**src/rtl/bram_port_arbiter_if.sv**
```systemverilog
// rtl/bram_port_arbiter_if.sv - requester and BRAM bus bundle for bram_port_arbiter
//
// Purpose: groups the three requester channels and the single BRAM port
// that the arbiter multiplexes.
// Ports (signals):
//   i_req/o_gnt       3-bit request / one-hot registered grant
//   i_acc/i_we        3-bit access strobe and write flag per requester
//   i_addrN/i_wdataN  per-requester address and write data (N = 0..2)
//   o_rvalid/o_rdata  one-hot read return and read data
//   o_mem_*           BRAM enable, write enable, address, write data
//   i_mem_rdata       BRAM read data (1-cycle latency)
// Modports: slave = arbiter side, master = requesters plus BRAM side.
interface bram_port_arbiter_if #(
  parameter int AW = 10,
  parameter int DW = 8
);
  logic [2:0]    i_req;
  logic [2:0]    o_gnt;
  logic [2:0]    i_acc;
  logic [2:0]    i_we;
  logic [AW-1:0] i_addr0;
  logic [AW-1:0] i_addr1;
  logic [AW-1:0] i_addr2;
  logic [DW-1:0] i_wdata0;
  logic [DW-1:0] i_wdata1;
  logic [DW-1:0] i_wdata2;
  logic [2:0]    o_rvalid;
  logic [DW-1:0] o_rdata;
  logic          o_mem_en;
  logic          o_mem_we;
  logic [AW-1:0] o_mem_addr;
  logic [DW-1:0] o_mem_wdata;
  logic [DW-1:0] i_mem_rdata;

  modport slave (
    input  i_req, i_acc, i_we,
    input  i_addr0, i_addr1, i_addr2,
    input  i_wdata0, i_wdata1, i_wdata2,
    input  i_mem_rdata,
    output o_gnt, o_rvalid, o_rdata,
    output o_mem_en, o_mem_we, o_mem_addr, o_mem_wdata
  );

  modport master (
    output i_req, i_acc, i_we,
    output i_addr0, i_addr1, i_addr2,
    output i_wdata0, i_wdata1, i_wdata2,
    output i_mem_rdata,
    input  o_gnt, o_rvalid, o_rdata,
    input  o_mem_en, o_mem_we, o_mem_addr, o_mem_wdata
  );
endinterface

```
**src/rtl/bram_port_arbiter.sv**
```systemverilog
// rtl/bram_port_arbiter.sv - locked round-robin arbiter for the frame record BRAM port
//
// Purpose: grants the single BRAM port to one of three requesters using a
// locked round-robin scheme with a hold timeout, and returns read data to
// whichever requester issued the read.
// Ports:
//   i_clk  system clock
//   i_rst  asynchronous active-high reset
//   bus    bram_port_arbiter_if.slave: requester channels and BRAM port
// Parameters: AW address width, DW data width, HOLD_MAX hold timeout
// (0 disables the timeout).
module bram_port_arbiter #(
  parameter int AW       = 10,
  parameter int DW       = 8,
  parameter int HOLD_MAX = 64
) (
  input  logic                  i_clk,
  input  logic                  i_rst,
  bram_port_arbiter_if.slave    bus
);

  localparam logic [1:0] IDLE  = 2'd0;
  localparam logic [1:0] GRANT = 2'd1;
  localparam logic [1:0] TURN  = 2'd2;

  localparam int CW = (HOLD_MAX < 1) ? 1 : $clog2(HOLD_MAX + 1);
  localparam logic [CW-1:0] HOLD_SAT  = CW'(HOLD_MAX);
  localparam logic [CW-1:0] HOLD_LAST = (HOLD_MAX > 0) ? CW'(HOLD_MAX - 1) : '0;

  logic [1:0]    state;
  logic [1:0]    last;
  logic [CW-1:0] hold_cnt;
  logic [2:0]    gnt;
  logic [2:0]    rvalid;

  logic [1:0]    owner;
  logic          own_acc;
  logic          own_we;
  logic [AW-1:0] own_addr;
  logic [DW-1:0] own_wdata;
  logic          others_wait;
  logic          revoke;
  logic          pick_found;
  logic [1:0]    pick_idx;

  // Position `step` places after `base` in the 0,1,2 ring.
  function automatic logic [1:0] rr_pos(input logic [1:0] base, input int step);
    int s;
    s = (int'(base) + step) % 3;
    return 2'(s);
  endfunction

  always_comb begin
    owner = 2'd0;
    if (gnt[1]) owner = 2'd1;
    if (gnt[2]) owner = 2'd2;
  end

  // Owner mux; everything is forced to zero outside GRANT so that
  // stray strobes from non-owners never reach the BRAM.
  always_comb begin
    own_acc   = 1'b0;
    own_we    = 1'b0;
    own_addr  = '0;
    own_wdata = '0;
    if (state == GRANT) begin
      own_acc = bus.i_acc[owner];
      own_we  = bus.i_we[owner];
      case (owner)
        2'd1: begin
          own_addr  = bus.i_addr1;
          own_wdata = bus.i_wdata1;
        end
        2'd2: begin
          own_addr  = bus.i_addr2;
          own_wdata = bus.i_wdata2;
        end
        default: begin
          own_addr  = bus.i_addr0;
          own_wdata = bus.i_wdata0;
        end
      endcase
    end
  end

  // Search last+1, last+2, last; iterating downward lets the nearest
  // requester overwrite farther ones.
  always_comb begin
    pick_found = 1'b0;
    pick_idx   = last;
    for (int k = 3; k >= 1; k--) begin
      if (bus.i_req[rr_pos(last, k)]) begin
        pick_found = 1'b1;
        pick_idx   = rr_pos(last, k);
      end
    end
  end

  assign others_wait = |(bus.i_req & ~gnt);
  assign revoke      = (HOLD_MAX != 0) && (hold_cnt == HOLD_LAST) && others_wait;

  always_ff @(posedge i_clk or posedge i_rst) begin
    if (i_rst) begin
      state    <= IDLE;
      last     <= 2'd2;
      hold_cnt <= '0;
      gnt      <= 3'b000;
      rvalid   <= 3'b000;
    end else begin
      // Read return follows the access by one cycle regardless of what
      // happens to the grant in between.
      rvalid <= (own_acc && !own_we) ? gnt : 3'b000;
      case (state)
        IDLE: begin
          if (pick_found) begin
            gnt      <= 3'b001 << pick_idx;
            last     <= pick_idx;
            hold_cnt <= '0;
            state    <= GRANT;
          end
        end
        GRANT: begin
          if (hold_cnt != HOLD_SAT) hold_cnt <= hold_cnt + 1'b1;
          if (!bus.i_req[owner] || revoke) begin
            gnt   <= 3'b000;
            state <= TURN;
          end
        end
        TURN: begin
          state <= IDLE;
        end
        default: begin
          gnt   <= 3'b000;
          state <= IDLE;
        end
      endcase
    end
  end

  assign bus.o_gnt       = gnt;
  assign bus.o_rvalid    = rvalid;
  assign bus.o_rdata     = bus.i_mem_rdata;
  assign bus.o_mem_en    = own_acc;
  assign bus.o_mem_we    = own_acc & own_we;
  assign bus.o_mem_addr  = own_addr;
  assign bus.o_mem_wdata = own_wdata;

endmodule

```
**src/flat_wrapper.sv**
```systemverilog
// flat-port wrapper written by rule: the top's interface ports become plain ports
module bram_port_arbiter_flat 
#(
  parameter int AW       = 10,
  parameter int DW       = 8,
  parameter int HOLD_MAX = 64
)
  (i_clk, i_rst, bus_i_req, bus_i_acc, bus_i_we, bus_i_addr0, bus_i_addr1, bus_i_addr2, bus_i_wdata0, bus_i_wdata1, bus_i_wdata2, bus_i_mem_rdata, bus_o_gnt, bus_o_rvalid, bus_o_rdata, bus_o_mem_en, bus_o_mem_we, bus_o_mem_addr, bus_o_mem_wdata);
  bram_port_arbiter_if #(.AW(AW), .DW(DW)) bus_i ();
  input  logic i_clk;
  input  logic i_rst;
  input wire logic [$bits(bus_i.i_req)-1:0] bus_i_req;
  input wire logic [$bits(bus_i.i_acc)-1:0] bus_i_acc;
  input wire logic [$bits(bus_i.i_we)-1:0] bus_i_we;
  input wire logic [$bits(bus_i.i_addr0)-1:0] bus_i_addr0;
  input wire logic [$bits(bus_i.i_addr1)-1:0] bus_i_addr1;
  input wire logic [$bits(bus_i.i_addr2)-1:0] bus_i_addr2;
  input wire logic [$bits(bus_i.i_wdata0)-1:0] bus_i_wdata0;
  input wire logic [$bits(bus_i.i_wdata1)-1:0] bus_i_wdata1;
  input wire logic [$bits(bus_i.i_wdata2)-1:0] bus_i_wdata2;
  input wire logic [$bits(bus_i.i_mem_rdata)-1:0] bus_i_mem_rdata;
  output wire logic [$bits(bus_i.o_gnt)-1:0] bus_o_gnt;
  output wire logic [$bits(bus_i.o_rvalid)-1:0] bus_o_rvalid;
  output wire logic [$bits(bus_i.o_rdata)-1:0] bus_o_rdata;
  output wire logic [$bits(bus_i.o_mem_en)-1:0] bus_o_mem_en;
  output wire logic [$bits(bus_i.o_mem_we)-1:0] bus_o_mem_we;
  output wire logic [$bits(bus_i.o_mem_addr)-1:0] bus_o_mem_addr;
  output wire logic [$bits(bus_i.o_mem_wdata)-1:0] bus_o_mem_wdata;
  assign bus_i.i_req = bus_i_req;
  assign bus_i.i_acc = bus_i_acc;
  assign bus_i.i_we = bus_i_we;
  assign bus_i.i_addr0 = bus_i_addr0;
  assign bus_i.i_addr1 = bus_i_addr1;
  assign bus_i.i_addr2 = bus_i_addr2;
  assign bus_i.i_wdata0 = bus_i_wdata0;
  assign bus_i.i_wdata1 = bus_i_wdata1;
  assign bus_i.i_wdata2 = bus_i_wdata2;
  assign bus_i.i_mem_rdata = bus_i_mem_rdata;
  assign bus_o_gnt = bus_i.o_gnt;
  assign bus_o_rvalid = bus_i.o_rvalid;
  assign bus_o_rdata = bus_i.o_rdata;
  assign bus_o_mem_en = bus_i.o_mem_en;
  assign bus_o_mem_we = bus_i.o_mem_we;
  assign bus_o_mem_addr = bus_i.o_mem_addr;
  assign bus_o_mem_wdata = bus_i.o_mem_wdata;
  bram_port_arbiter #(.AW(AW), .DW(DW), .HOLD_MAX(HOLD_MAX)) u_core (.i_clk(i_clk), .i_rst(i_rst), .bus(bus_i));
endmodule
```
**config.mk**
```make
export PLATFORM = sky130hd
export DESIGN_NAME = bram_port_arbiter_flat
export DESIGN_NICKNAME = d
export VERILOG_FILES = /design/src/rtl/bram_port_arbiter_if.sv /design/src/rtl/bram_port_arbiter.sv /design/src/flat_wrapper.sv
export SDC_FILE = /design/constraint.sdc
export NUM_CORES = 1
export LEC_CHECK = 0
export ABC_AREA = 1
export BUFFER_PORTS_ARGS = -buffer_cell sky130_fd_sc_hd__buf_2
export CAP_MARGIN = 15
export CORE_MARGIN = 1.5
export CORE_UTILIZATION = 44
export CTS_CLUSTER_DIAMETER = 80
export DETAILED_ROUTE_END_ITERATION = 6
export PLACE_DENSITY = 0.79
export SYNTH_ARGS = -nofsm -noshare
export SYNTH_HDL_FRONTEND = slang
export SYNTH_SLANG_ARGS = --single-unit
```
**constraint.sdc**
```tcl
create_clock -name i_clk -period 2.4 [get_ports i_clk]
set_clock_uncertainty 0.1 [all_clocks]
set_input_delay 0.36 -clock i_clk [delete_from_list [all_inputs] [get_ports i_clk]]
set_output_delay 0.36 -clock i_clk [all_outputs]
set_load 0.02 [all_outputs]
```
=== Word-level counts from Yosys, hierarchy flattened ===
Cells that the tools add are included.

* Register bits: 17
* Output and inout port bits: 34
* Logic and storage cells: 78

* $add $sub $neg: 4
* Div/mod/pow operators: 3
* $lt $le $gt $ge: 4
* Equal/unequal tests: 9
* Shift-type cells: 1
* Mux-type cells: 36
* Bitwise logic cells: 4
* Reductions and logical operators: 12

{| class="wikitable"
|+ Operator list
! operator !! number
|-
| $mod 32x3->32 const B || 3
|-
| $pmux 10 s2 || 1
|-
| $pmux 8 s2 || 1
|-
| $mux 7 || 2
|-
| $pmux 7 s2 || 1
|-
| $bmux 1 s2 || 6
|-
| $lt 2x3->1 const B || 4
|-
| $mux 1 || 12
|-
| $mux 2 || 6
|-
| $mux 10 || 1
|-
| $mux 3 || 3
|-
| $pmux 3 s3 || 1
|-
| $mux 8 || 1
|-
| $add 7x1->7 const B || 1
|-
| $eq 7x6->1 const B || 1
|-
| $ne 7x7->1 const B || 1
|-
| $add 2x2->3 const B || 2
|-
| $reduce_and 3->1 || 2
|-
| $eq 2x1->1 const B || 2
|-
| $eq 2x2->1 const B || 2
|-
| $ne 2x2->1 const B || 2
|-
| $pmux 2 s2 || 1
|-
| $reduce_and 2->1 || 2
|-
| $add 2x1->3 const B || 1
|-
| other kinds (12) || 14
|}

=== Longest topological paths before layout ===
* Depth after elaboration: 10
* Mapped depth: 12

=== Worst setup path after synthesis ===
No wires, ideal clock.

* Kind: reg2out
* From: register u_core.gnt[1], in the netlist u_core.bus.o_gnt[1]
* To: output bus_o_mem_we
* Data arrival time: 1376 ps
* Required time: 1940 ps
* Path slack: 564 ps
* Cell stages (with the launch flop): 8
* Buffers on the path: 1
* Path through: dfrtp_1 inv_1 nor2_1 buf_2 nand2_1 nand3_1 inv_2 nor2_1

* Cells in the longest elaborated chain, start to end: 6
* Elaborated cells between the ends (all ways): 9

{| class="wikitable"
|+ RTL lines
! what !! line !! RTL
|-
| from (decl) || bram_port_arbiter.sv:33 || <nowiki>logic [2:0] gnt;</nowiki>
|-
| from (signal assigned) || bram_port_arbiter.sv:116 || <nowiki>gnt <= 3'b001 << pick_idx;</nowiki>
|-
| $mux 1 * || bram_port_arbiter.sv:55 || <nowiki>if (gnt[1]) owner = 2'd1;</nowiki>
|-
| $mux 2 * || bram_port_arbiter.sv:56 || <nowiki>if (gnt[2]) owner = 2'd2;</nowiki>
|-
| $bmux 1 s2 (on tied branches) || bram_port_arbiter.sv:67, bram_port_arbiter.sv:68 ||
|-
| $mux 1 (on tied branches) || bram_port_arbiter.sv:67, bram_port_arbiter.sv:68 ||
|-
| $mux 1 || bram_port_arbiter.sv:66 || <nowiki>if (state == GRANT) begin</nowiki>
|-
| $and 1x1->1 * || bram_port_arbiter.sv:144 || <nowiki>assign bus.o_mem_we = own_acc & own_we;</nowiki>
|-
| to (decl) || flat_wrapper.sv:26 || <nowiki>output wire logic [$bits(bus_i.o_mem_we)-1:0] bus_o_mem_we;</nowiki>
|}

Every way passes the cells marked *; elsewhere a longest branch is shown, timed or not. The select of a mux whose other input is x is not followed.

=== Worst setup path after layout ===
* From: register u_core.gnt[2], in the netlist u_core.bus.o_gnt[2]
* To: output bus_o_mem_en

* Cells in the longest elaborated chain, start to end: 4

{| class="wikitable"
|+ RTL lines
! what !! line !! RTL
|-
| $mux 2 || bram_port_arbiter.sv:56 ||
|-
| $bmux 1 s2 || bram_port_arbiter.sv:67 || <nowiki>own_acc = bus.i_acc[owner];</nowiki>
|-
| $mux 1 (implied by the code) || bram_port_arbiter.sv:67 ||
|-
| $mux 1 || bram_port_arbiter.sv:66 ||
|-
| to (decl) || flat_wrapper.sv:25 || <nowiki>output wire logic [$bits(bus_i.o_mem_en)-1:0] bus_o_mem_en;</nowiki>
|}

Every way passes these cells. The select of a mux whose other input is x is not followed.

==> metrics.yaml <==
yosys:
  ys_warn_count: 0
  synth_area_leaders: "nand2_1, dfrtp_1, nand3_1"
  synth.most_common_cell: "nand2_1"
  yosysTopAreaCellShare_pct: 24.7
  netlist_instances: 291
  syn_avg_cell_area_um2: 6.00
  synthArstFlopShare_pct: 100
  yosysSeqAreaShare_pct: 24.4
  synth_cell_types: 27
  syn-num-nets: 370
  synth_area_um2: 1750
  synth_edf_count: 0
  synth_seq_cells: 17
  netlist_top_cells_count: "nand2_1, inv_1, nand3_1, dfrtp_1, nor2_1"
  yosys.area.top_type: "nand2_1"
  ys.flop_type: "dfrtp_1"
cts:
  htreeDepth: 1
  path_clk_slew_ns: 0.07
  post-cts-setup-buffer-count: 0
  cts_root_buf: "clkbuf_8"
  cts_resized: 0
  clockBufferDepth: 2
  cts_hold_buf: 0
  cts_buffers: 3
  clkSinkCount: 17
  clkLatencyLatePin_ns: 0.26
  cts_tree: "built"
timing:
  rsz0062_at_grt: "no"
  final_hold_viol_count: 0
  period_share_pct: 91.4
  slew_headroom_pct: 57.0
  whs_ns: 0.0765
  drv_slew: 0
  setup_viol: 0
  worst_pin_slew_ns: 0.644
  fin_crit_ns: 2.19
  timing.fmax_ghz: 0.456
  fin_setup_tns_ns: 0
  finalWorstSetupSlack_ns: 0.207
power_and_ir_drop:
  max-vdd-ir-drop_v: 0.000811
  powerDensity_nw_per_um2: 1100
  finalPower_mw: 2.45
  p_leak_nw: 1.42
layout:
  area.growth.synth_to_final_pct: 27.4
  final_util_pct: 59.5
  final_area_um2: 2230
  n_antenna_cell: 0
  stdcell_count: 420
  drive_above_1_share_pct: 35.2
  final_nets: 452
run:
  drv_cap: 0
placed_design:
  dp.cells: 416
  dp_hpwl_um: 3780
  pre_cts_ws_ns: 0.501
  place_area_um2: 2180
  io_buffers: 90
  place_congestion: 0.898
die:
  initial_core_util_pct: 46.7
  dieArea_um2: 4360
  io_pins: 107
  core.rowCount: 22
  dieWidth_um: 66.0
  core_um2: 3740
  die_y_um: 66.0
detailed_routing:
  drc: 0
  routed-wl-met3_um: 330
  maxUsedRoutingLayer: "met4"
  met1_length_um: 1970
  firstDrtPassIters: 4
  wl_per_cell_um: 11.2
  vias_per_cell: 4.85
  drt-initial-drc-count: 107
  dr_total_vias: 2037
  drt_wl_total_um: 4720
  detail-route-antenna-nets: 0
  wl_met2_um: 2380
global_routing:
  grt-ovfl-total: 0
  grtUsageTotal_pct: 22.2
  grt_pass1_wl_um: 7590
  antenna_found_initial: 0
  grt_pass1_vias: 1818
  grt_max_degree: 27
critical_path:
  crit_top_cell: "nand2_1"
  path_cells: "inv_2 -> nand2_1 -> inv_2 -> a22oi_1 -> nand2_1 -> nand2_1 -> inv_1 -> buf_2"
  cpMaxStageDelayCell: "dfrtp_1"
  cp-start-kind: "register"
  path_class: "register to output pin"
  critical_path.top_delay_family: "buffers and inverters"
  worst_ep_required_time_ns: 1.94
  cp-end-kind: "output pin"
  path_buf_inv: 4
  cpPeakStageDelay_ns: 0.49
  critical_path_arrival_ns: 1.73
  crit_fanout: 20
  r2r_setup_slack_ns: 0.53
hold_path:
  min_path_type: "input pin to asynchronous set/reset pin"
outcome:
  status: "complete, no violations"
==> worst reg2reg max path: stages (launching register included) <==
cell     delay (ns)
dfstp_2        0.56
inv_1          0.09
ha_1           0.22
inv_1          0.08
nand2_1        0.06
nand3_1        0.08
nand2_1        0.08
nand2_2        0.09
nor2_4         0.05
nor2_4         0.18
nand3_2        0.11
o21ai_1        0.10
==> registers in the layout, summed over array words and instances, names as in the netlist <==
register             cells
u_core.state             2
u_core.bus.o_gnt         3
u_core.bus.o_rvalid      3
u_core.last              2
u_core.hold_cnt          7
==> kinds of logic (layout without fill, tap and decap cells) <==
family / count (synthesis) / after routing / synth area share [%]
compound gates: 13 / 13 / 4.80
flops: 17 / 17 / 24.4
simple gates: 191 / 191 / 49.6
fa+ha+maj: 6 / 6 / 4.30
xor+xnor: 3 / 3 / 1.50
buf+inv: 61 / 142 / 15.3
==> layout make-up <==
| type | instances | area (um2) |
|---|---|---|
| fill | 368 | 1520 |
| multi-input combinational | 213 | 1050 |
| timing repair buffer | 93 | 473 |
| sequential | 17 | 427 |
| inverter | 45 | 169 |
| tap | 48 | 60.1 |
| clock buffer | 4 | 45.0 |
==> worst paths after layout <==
| kind | depth (start not counted) | end | from |
|---|---|---|---|
| setup / recovery | 8 | bus_o_mem_en | u_core.bus.o_gnt[2] |
| hold / removal | 2 | u_core.hold_cnt[3] | i_rst |
| setup reg to reg | 11 | u_core.last[0] | u_core.last[1] |
| hold reg to reg | 2 | u_core.bus.o_gnt[1] | u_core.bus.o_gnt[1] |
| max in group asynchronous | 2 | u_core.hold_cnt[5] | i_rst |
| min in group i_clk | 6 | u_core.bus.o_rvalid[0] | bus_i_we[0] |
==> metal layers <==
layer	up-vias	global-route usage [%]
met5	-	0
met4	0	6.63
met3	4	3.58
met2	76	40.2
met1	913	26.8
li1	1044	-
==> layout by cell type (no fill, tap or decap), types with 2 or more instances in the layout <==
cell type / count
buf_2: 90
buf_4: 3
clkbuf_8: 3
dfrtp_1: 16
ha_1: 6
inv_1: 36
inv_2: 9
nand2_1: 115
nand2_2: 10
nand3_1: 35
nand3_2: 5
nor2_1: 16
nor2_4: 2
nor3_1: 3
o21ai_0: 3
o21ai_1: 3
o21ai_2: 4
or2_2: 2
xor2_1: 3
==> report_power, final <==
group          leakage [nW]  total (mW)  switching [mW]  internal, mW
sequential            0.225       0.440          0.0734         0.367
combinational          1.17        1.79            1.20         0.593
clock                0.0228       0.221           0.102         0.118
total                  1.42        2.45            1.38          1.08
No activity file was read; power rests on OpenSTA's default activity.
